## src/rtl/mdio_master_if.sv

```systemverilog
// Command/response handshake and MDIO pin bundle for mdio_master.
interface mdio_master_if #(
    parameter int NCHAN = 2
) ();
    localparam int CHAN_BITS = $clog2(NCHAN + 1);

    logic                 cmd_valid;
    logic                 cmd_ready;
    logic [CHAN_BITS-1:0] cmd_chan;
    logic                 cmd_c45;
    logic [1:0]           cmd_op;
    logic [4:0]           cmd_phy;
    logic [4:0]           cmd_reg;
    logic [15:0]          cmd_data;
    logic                 rsp_valid;
    logic [CHAN_BITS-1:0] rsp_chan;
    logic [15:0]          rsp_data;
    logic                 rsp_err;
    logic [NCHAN-1:0]     mdc;
    logic [NCHAN-1:0]     mdio_out;
    logic [NCHAN-1:0]     mdio_en;
    logic [NCHAN-1:0]     mdio_in;

    // Requester side: issues commands, sees responses, plays the PHY on mdio_in
    modport master (
        output cmd_valid, cmd_chan, cmd_c45, cmd_op, cmd_phy, cmd_reg, cmd_data, mdio_in,
        input  cmd_ready, rsp_valid, rsp_chan, rsp_data, rsp_err, mdc, mdio_out, mdio_en
    );

    // Controller side
    modport slave (
        input  cmd_valid, cmd_chan, cmd_c45, cmd_op, cmd_phy, cmd_reg, cmd_data, mdio_in,
        output cmd_ready, rsp_valid, rsp_chan, rsp_data, rsp_err, mdc, mdio_out, mdio_en
    );
endinterface

```

## src/rtl/mdio_master.sv

```systemverilog
// Multi-bus MDIO management master: clause 22 / clause 45 frames with
// optional preamble, one command in flight, one response pulse per command.
module mdio_master #(
    parameter int HZ            = 50000000,
    parameter int MDC_HZ        = 2500000,
    parameter int NCHAN         = 2,
    parameter int PREAMBLE_BITS = 32
) (
    input  logic         clk,
    input  logic         rst_n,
    mdio_master_if.slave bus
);
    localparam int HALF      = HZ / MDC_HZ / 2;
    localparam int CHAN_BITS = $clog2(NCHAN + 1);
    localparam int CNT_W     = $clog2(2 * HALF);
    localparam int MAX_BITS  = (PREAMBLE_BITS > 32) ? PREAMBLE_BITS : 32;
    localparam int BIT_W     = $clog2(MAX_BITS + 1);

    localparam logic [CNT_W-1:0] RISE_AT  = CNT_W'(HALF - 1);
    localparam logic [CNT_W-1:0] END_AT   = CNT_W'(2 * HALF - 1);
    localparam logic [BIT_W-1:0] PRE_LAST = BIT_W'((PREAMBLE_BITS > 0) ? PREAMBLE_BITS - 1 : 0);

    generate
        if (HALF < 2) begin : g_bad_half
            $error("mdio_master: HZ/MDC_HZ/2 must be at least 2");
        end
    endgenerate

    typedef enum logic [2:0] {IDLE, PRE, FRAME, TA_RD, DATA_RD, END} state_t;

    state_t               state_reg;
    logic [CNT_W-1:0]     cnt_reg;
    logic [BIT_W-1:0]     bit_reg;
    logic [31:0]          frame_reg;
    logic [CHAN_BITS-1:0] chan_reg;
    logic                 read_reg;
    logic                 ta_reg;
    logic [15:0]          rd_reg;
    logic                 mdc_reg;
    logic                 out_reg;
    logic                 en_reg;
    logic                 cmd_ready_reg;
    logic                 rsp_valid_reg;
    logic [CHAN_BITS-1:0] rsp_chan_reg;
    logic [15:0]          rsp_data_reg;
    logic                 rsp_err_reg;

    logic                 cmd_is_read;
    logic                 cmd_bad;
    logic [31:0]          cmd_frame;
    logic                 tick_rise;
    logic                 tick_end;
    logic [NCHAN-1:0]     chan_hit;
    logic                 mdio_sel;

    // C45 reads are op 11 and 10 (read-increment); C22 read is op 10
    assign cmd_is_read = bus.cmd_c45 ? bus.cmd_op[1] : (bus.cmd_op == 2'b10);
    assign cmd_bad     = (bus.cmd_chan >= CHAN_BITS'(NCHAN)) ||
                         (!bus.cmd_c45 && (bus.cmd_op == 2'b00 || bus.cmd_op == 2'b11));
    // ST, OP, PHY, REG, TA=10, data; for reads only the first 14 bits go out
    assign cmd_frame   = {1'b0, !bus.cmd_c45, bus.cmd_op, bus.cmd_phy, bus.cmd_reg, 2'b10, bus.cmd_data};

    assign tick_rise = (cnt_reg == RISE_AT);
    assign tick_end  = (cnt_reg == END_AT);

    // Only the selected bus sees the shared serial engine; all others stay at 0
    genvar gi;
    generate
        for (gi = 0; gi < NCHAN; gi++) begin : g_chan
            assign chan_hit[gi] = (chan_reg == CHAN_BITS'(gi));
        end
    endgenerate

    assign mdio_sel      = |(bus.mdio_in & chan_hit);
    assign bus.mdc       = chan_hit & {NCHAN{mdc_reg}};
    assign bus.mdio_out  = chan_hit & {NCHAN{out_reg}};
    assign bus.mdio_en   = chan_hit & {NCHAN{en_reg}};
    assign bus.cmd_ready = cmd_ready_reg;
    assign bus.rsp_valid = rsp_valid_reg;
    assign bus.rsp_chan  = rsp_chan_reg;
    assign bus.rsp_data  = rsp_data_reg;
    assign bus.rsp_err   = rsp_err_reg;

    // Command acceptance, MDC bit timing, frame sequencing and read capture
    always_ff @(posedge clk or negedge rst_n) begin
        if (!rst_n) begin
            state_reg     <= IDLE;
            cnt_reg       <= '0;
            bit_reg       <= '0;
            frame_reg     <= '0;
            chan_reg      <= '0;
            read_reg      <= 1'b0;
            ta_reg        <= 1'b0;
            rd_reg        <= '0;
            mdc_reg       <= 1'b0;
            out_reg       <= 1'b0;
            en_reg        <= 1'b0;
            cmd_ready_reg <= 1'b1;
            rsp_valid_reg <= 1'b0;
            rsp_chan_reg  <= '0;
            rsp_data_reg  <= '0;
            rsp_err_reg   <= 1'b0;
        end else begin
            rsp_valid_reg <= 1'b0;
            if (state_reg == IDLE) begin
                if (!cmd_ready_reg) begin
                    // one dead cycle after a rejected command
                    cmd_ready_reg <= 1'b1;
                end else if (bus.cmd_valid) begin
                    cmd_ready_reg <= 1'b0;
                    chan_reg      <= bus.cmd_chan;
                    read_reg      <= cmd_is_read;
                    if (cmd_bad) begin
                        rsp_valid_reg <= 1'b1;
                        rsp_err_reg   <= 1'b1;
                        rsp_data_reg  <= '0;
                        rsp_chan_reg  <= bus.cmd_chan;
                    end else begin
                        cnt_reg <= '0;
                        bit_reg <= '0;
                        mdc_reg <= 1'b0;
                        en_reg  <= 1'b1;
                        if (PREAMBLE_BITS > 0) begin
                            state_reg <= PRE;
                            out_reg   <= 1'b1;
                            frame_reg <= cmd_frame;
                        end else begin
                            state_reg <= FRAME;
                            out_reg   <= cmd_frame[31];
                            frame_reg <= {cmd_frame[30:0], 1'b0};
                        end
                    end
                end
            end else begin
                if (tick_rise && state_reg != END) begin
                    mdc_reg <= 1'b1;
                end
                if (tick_rise && state_reg == TA_RD && bit_reg == BIT_W'(1)) begin
                    ta_reg <= mdio_sel;
                end
                if (tick_rise && state_reg == DATA_RD) begin
                    rd_reg <= {rd_reg[14:0], mdio_sel};
                end
                if (!tick_end) begin
                    cnt_reg <= cnt_reg + CNT_W'(1);
                end else begin
                    // bit boundary: mdc falls and the next bit is launched
                    cnt_reg <= '0;
                    mdc_reg <= 1'b0;
                    bit_reg <= bit_reg + BIT_W'(1);
                    unique case (state_reg)
                        PRE: begin
                            if (bit_reg == PRE_LAST) begin
                                state_reg <= FRAME;
                                bit_reg   <= '0;
                                out_reg   <= frame_reg[31];
                                frame_reg <= {frame_reg[30:0], 1'b0};
                            end else begin
                                out_reg <= 1'b1;
                            end
                        end
                        FRAME: begin
                            if (read_reg && bit_reg == BIT_W'(13)) begin
                                state_reg <= TA_RD;
                                bit_reg   <= '0;
                                en_reg    <= 1'b0;
                                out_reg   <= 1'b0;
                            end else if (bit_reg == BIT_W'(31)) begin
                                state_reg <= END;
                                bit_reg   <= '0;
                                en_reg    <= 1'b0;
                                out_reg   <= 1'b0;
                            end else begin
                                out_reg   <= frame_reg[31];
                                frame_reg <= {frame_reg[30:0], 1'b0};
                            end
                        end
                        TA_RD: begin
                            if (bit_reg == BIT_W'(1)) begin
                                state_reg <= DATA_RD;
                                bit_reg   <= '0;
                            end
                        end
                        DATA_RD: begin
                            if (bit_reg == BIT_W'(15)) begin
                                state_reg <= END;
                                bit_reg   <= '0;
                            end
                        end
                        END: begin
                            state_reg     <= IDLE;
                            bit_reg       <= '0;
                            cmd_ready_reg <= 1'b1;
                            rsp_valid_reg <= 1'b1;
                            rsp_chan_reg  <= chan_reg;
                            rsp_data_reg  <= read_reg ? rd_reg : 16'h0000;
                            rsp_err_reg   <= read_reg & ta_reg;
                        end
                        default: ;
                    endcase
                end
            end
        end
    end
endmodule

```

## src/flat_wrapper.sv

```systemverilog
// flat-port wrapper written by rule: the top's interface ports become plain ports
module mdio_master_flat 
#(
    parameter int HZ            = 50000000,
    parameter int MDC_HZ        = 2500000,
    parameter int NCHAN         = 2,
    parameter int PREAMBLE_BITS = 32
)
  (clk, rst_n, bus_cmd_valid, bus_cmd_chan, bus_cmd_c45, bus_cmd_op, bus_cmd_phy, bus_cmd_reg, bus_cmd_data, bus_mdio_in, bus_cmd_ready, bus_rsp_valid, bus_rsp_chan, bus_rsp_data, bus_rsp_err, bus_mdc, bus_mdio_out, bus_mdio_en);
  mdio_master_if #(.NCHAN(NCHAN)) bus_i ();
  input  logic clk;
  input  logic rst_n;
  input wire logic [$bits(bus_i.cmd_valid)-1:0] bus_cmd_valid;
  input wire logic [$bits(bus_i.cmd_chan)-1:0] bus_cmd_chan;
  input wire logic [$bits(bus_i.cmd_c45)-1:0] bus_cmd_c45;
  input wire logic [$bits(bus_i.cmd_op)-1:0] bus_cmd_op;
  input wire logic [$bits(bus_i.cmd_phy)-1:0] bus_cmd_phy;
  input wire logic [$bits(bus_i.cmd_reg)-1:0] bus_cmd_reg;
  input wire logic [$bits(bus_i.cmd_data)-1:0] bus_cmd_data;
  input wire logic [$bits(bus_i.mdio_in)-1:0] bus_mdio_in;
  output wire logic [$bits(bus_i.cmd_ready)-1:0] bus_cmd_ready;
  output wire logic [$bits(bus_i.rsp_valid)-1:0] bus_rsp_valid;
  output wire logic [$bits(bus_i.rsp_chan)-1:0] bus_rsp_chan;
  output wire logic [$bits(bus_i.rsp_data)-1:0] bus_rsp_data;
  output wire logic [$bits(bus_i.rsp_err)-1:0] bus_rsp_err;
  output wire logic [$bits(bus_i.mdc)-1:0] bus_mdc;
  output wire logic [$bits(bus_i.mdio_out)-1:0] bus_mdio_out;
  output wire logic [$bits(bus_i.mdio_en)-1:0] bus_mdio_en;
  assign bus_i.cmd_valid = bus_cmd_valid;
  assign bus_i.cmd_chan = bus_cmd_chan;
  assign bus_i.cmd_c45 = bus_cmd_c45;
  assign bus_i.cmd_op = bus_cmd_op;
  assign bus_i.cmd_phy = bus_cmd_phy;
  assign bus_i.cmd_reg = bus_cmd_reg;
  assign bus_i.cmd_data = bus_cmd_data;
  assign bus_i.mdio_in = bus_mdio_in;
  assign bus_cmd_ready = bus_i.cmd_ready;
  assign bus_rsp_valid = bus_i.rsp_valid;
  assign bus_rsp_chan = bus_i.rsp_chan;
  assign bus_rsp_data = bus_i.rsp_data;
  assign bus_rsp_err = bus_i.rsp_err;
  assign bus_mdc = bus_i.mdc;
  assign bus_mdio_out = bus_i.mdio_out;
  assign bus_mdio_en = bus_i.mdio_en;
  mdio_master #(.HZ(HZ), .MDC_HZ(MDC_HZ), .NCHAN(NCHAN), .PREAMBLE_BITS(PREAMBLE_BITS)) u_core (.clk(clk), .rst_n(rst_n), .bus(bus_i));
endmodule
```

## config.mk

```make
export PLATFORM = sky130hd
export DESIGN_NAME = mdio_master_flat
export DESIGN_NICKNAME = d
export VERILOG_FILES = /design/src/rtl/mdio_master_if.sv /design/src/rtl/mdio_master.sv /design/src/flat_wrapper.sv
export SDC_FILE = /design/constraint.sdc
export NUM_CORES = 1
export LEC_CHECK = 0
export CAP_MARGIN = 20
export CELL_PAD_IN_SITES_DETAIL_PLACEMENT = 1
export CELL_PAD_IN_SITES_GLOBAL_PLACEMENT = 1
export CORE_AREA = 2 2 103 95
export CTS_BUF_LIST = sky130_fd_sc_hd__clkbuf_8
export DETAILED_ROUTE_END_ITERATION = 10
export DIE_AREA = 0 0 105 97
export GPL_TIMING_DRIVEN = 0
export PLACE_DENSITY_LB_ADDON = 0.1
export SLEW_MARGIN = 30
export SYNTH_ARGS = -nofsm -noshare
export SYNTH_HDL_FRONTEND = slang
export SYNTH_SLANG_ARGS = --single-unit
```

## constraint.sdc

```tcl
create_clock -name clk -period 5.3 [get_ports clk]
set_input_delay 0.795 -clock clk [delete_from_list [all_inputs] [get_ports clk]]
set_output_delay 0.795 -clock clk [all_outputs]
set_load 0.02 [all_outputs]
```

==> results.cfg <==
[status]
status = completed

[yosys]
synthesis.nets = 455
yosys_warnings = 0
yosys-top-cells-area = dfrtp_1 (54%), nand2_1 (6.1%), mux2_2 (4.9%)
syn_area_per_cell_um2 = 10.0
ys.flop_type = dfrtp_1
ys_seq_area_share_pct = 54.2
synthDistinctLibCells = 51
synth.most_common_cell = dfrtp_1
ys_ff_latch = 90
synth_area_leader_cell = dfrtp_1
synth_edf_count = 0
yosysTopAreaCellShare_pct = 53.6
synthesis.area_um2 = 4160
synth_async_sr_flop_share_pct = 100
synth_cells = 414
synth_common_cells = dfrtp_1 (89), nand2_1 (68), nor2_1 (49)

[layout]
final_util_pct = 57.5
finalInstanceArea_um2 = 5180
nFillCells = 1062
fin_nets = 529
drive_above_1_share_pct = 10.5
area_growth_pct = 24.5
n_antenna_cell = 0
largest_reg_flops = 32

[power_and_ir_drop]
p_leak_nw = 2.30
max-vdd-ir-drop_mv = 0.243
p_per_area_nw_per_um2 = 484
power_mw = 2.51

[grt]
grt_max_degree = 56
grt_pass1_vias = 3578
grt_overflow = 0
globalRouteTotalUtil_pct = 21.8
antenna_found_initial = 0
grt_pass1_wl_mm = 18.0

[clocking]
clock-sinks = 90
cts_tree = built
cts_hold_buf = 0
cts_made_buffers = 9
clk_pin_slew_ns = 0.11
ctsResizeCount = 0
cts_buffer_depth = 2
post-cts-setup-buffers = 0
clockRootBuffer = clkbuf_8
insertion_delay_ns = 0.37
ctsHtreeMaxLevel = 3

[critical_path]
r2r_start = u_core.bit_reg[0]
worstPathArrival_ns = 3.07
r2r_cells = 6
r2r_setup_slack_ns = 2.75
endpoint = u_core.frame_reg[4]
critPathRequiredTime_ns = 5.53
r2r-end = u_core.frame_reg[4]
crit_start = bus_cmd_op[0]
endpoint_kind = flip-flop
path_class = primary input to flip-flop
setup.worst_path.start_class = primary input
critPathMaxFanout = 10

[placement]
placed_cell_area_um2 = 4960
gp_congestion = 0.832
dp_worst_setup_slack_ns = 2.04
port-buffer-count = 62
hpwl_mm = 7.44

[drt]
routed_via_density = 5.54
drc = 0
dr.pass1.iters = 4
wl_mm = 10.5
num_vias = 3407
drt-initial-drc-count = 136
avgRoutedWirePerCell_um = 17.1
ant_nets = 0

[timing]
slew_viol_final = 0
hold_viol_final = 0
finalClockSkew_ns = 0.0109
setup_viol = 0
worst_pin_slew_ns = 0.794
fin_crit_sh_pct = 53.7
worst_slack_ns = 2.45
tns_ns = 0
rsz0062_at_grt = false
min_period_ns = 2.85
relSlewSlack_pct = 46.6
timing.fmax_mhz = 351

[run]
maxCapViolCount = 0

[floorplanning]
dieArea_um2 = 10200
pin_count = 63
num_rows = 33
initial_core_util_pct = 46.2
dieHeight_um = 97
die-width_um = 105
core-area_um2 = 9000

[hold_path]
hp-class = primary input to async pin
## how the worst min path moves through the flow
stage                     cells after the start                 endpoint              start
final                                         1        u_core.bit_reg[1]              rst_n
after CTS                                     1        u_core.bit_reg[1]              rst_n
after detailed placement                      1  u_core.bus.rsp_data[15]  u_core.rd_reg[15]
after floorplan                               1  u_core.bus.rsp_data[15]  u_core.rd_reg[15]
after global placement                        1  u_core.bus.rsp_data[15]  u_core.rd_reg[15]
after global routing                          1        u_core.bit_reg[1]              rst_n
## per-layer routing
| metal | global-route usage, % | vias to the layer above | wire length [µm] |
|---|---|---|---|
| met2 | 34.5 | 59 | 4870 |
| met4 | 5.33 | 0 | 112 |
| li1 | - | 1617 | - |
| met1 | 30.6 | 1722 | 5100 |
| met5 | 0 | - | 0 |
| met3 | 5.05 | 9 | 404 |
## cell families after synthesis
logic type / synth area share (%)
flip-flops: 54.2
buffers and inverters: 3.52
multiplexers: 6.08
adder cells (fa/ha/maj): 1.51
AND/OR/NAND/NOR: 17.9
AO/OA/AOI/OAI: 16.0
XOR/XNOR: 0.843
## cell usage in the layout (no fill, tap or decap), types with 3 or more instances in the layout
| cell type | Yosys | routed |
|---|---|---|
| o22ai_1 | 5 | 5 |
| nor2_1 | 49 | 49 |
| mux2i_1 | 5 | 5 |
| a22o_1 | 17 | 17 |
| o31ai_1 | 4 | 4 |
| clkbuf_1 | 14 | 14 |
| clkbuf_8 | 0 | 9 |
| nor2b_1 | 5 | 5 |
| nand4_1 | 3 | 3 |
| ha_1 | 5 | 5 |
| inv_1 | 12 | 12 |
| buf_2 | 9 | 9 |
| dfrtp_1 | 89 | 89 |
| a31oi_1 | 30 | 30 |
| a21oi_1 | 8 | 8 |
| and2_1 | 9 | 9 |
| clkdlybuf4s50_1 | 0 | 61 |
| nand3_1 | 10 | 10 |
| nand2_1 | 68 | 68 |
| nor3_1 | 4 | 4 |
| o21ai_0 | 10 | 10 |
| mux2_2 | 18 | 18 |
| xor2_1 | 3 | 3 |
## critical path: stages
cell             delay, ns
clkdlybuf4s50_1       0.49
inv_1                 0.05
ha_1                  0.29
nand2b_1              0.10
a32oi_1               0.17
a2111oi_4             0.60
clkbuf_1              0.42
a31oi_1               0.15
## final cells by class
type | instances | area [µm²] | share of cell area, %
sequential | 90 | 2250 | 43.5
clock buffer | 9 | 124 | 2.39
multi-input combinational | 288 | 1760 | 33.9
inverter | 12 | 45.0 | 0.870
tap | 122 | 153 | 2.95
clock inverter | 7 | 93.8 | 1.81
timing repair buffer | 63 | 649 | 12.5
buffer | 24 | 101 | 1.96
## metrics by stage
stage          cells  hold WS, ns
2_1_floorplan    414        0.461
3_3_place_gp     598        0.471
3_5_place_dp     599        0.489
4_1_cts          615        0.315
5_1_grt          615        0.317
6_report         615        0.306
## power breakdown
group	total, mW	internal (mW)	switching (mW)
registers	1.04	0.885	0.150
logic	0.945	0.380	0.565
clock network	0.526	0.232	0.293
total	2.51	1.50	1.01
Power figures use the tool's default switching activity.
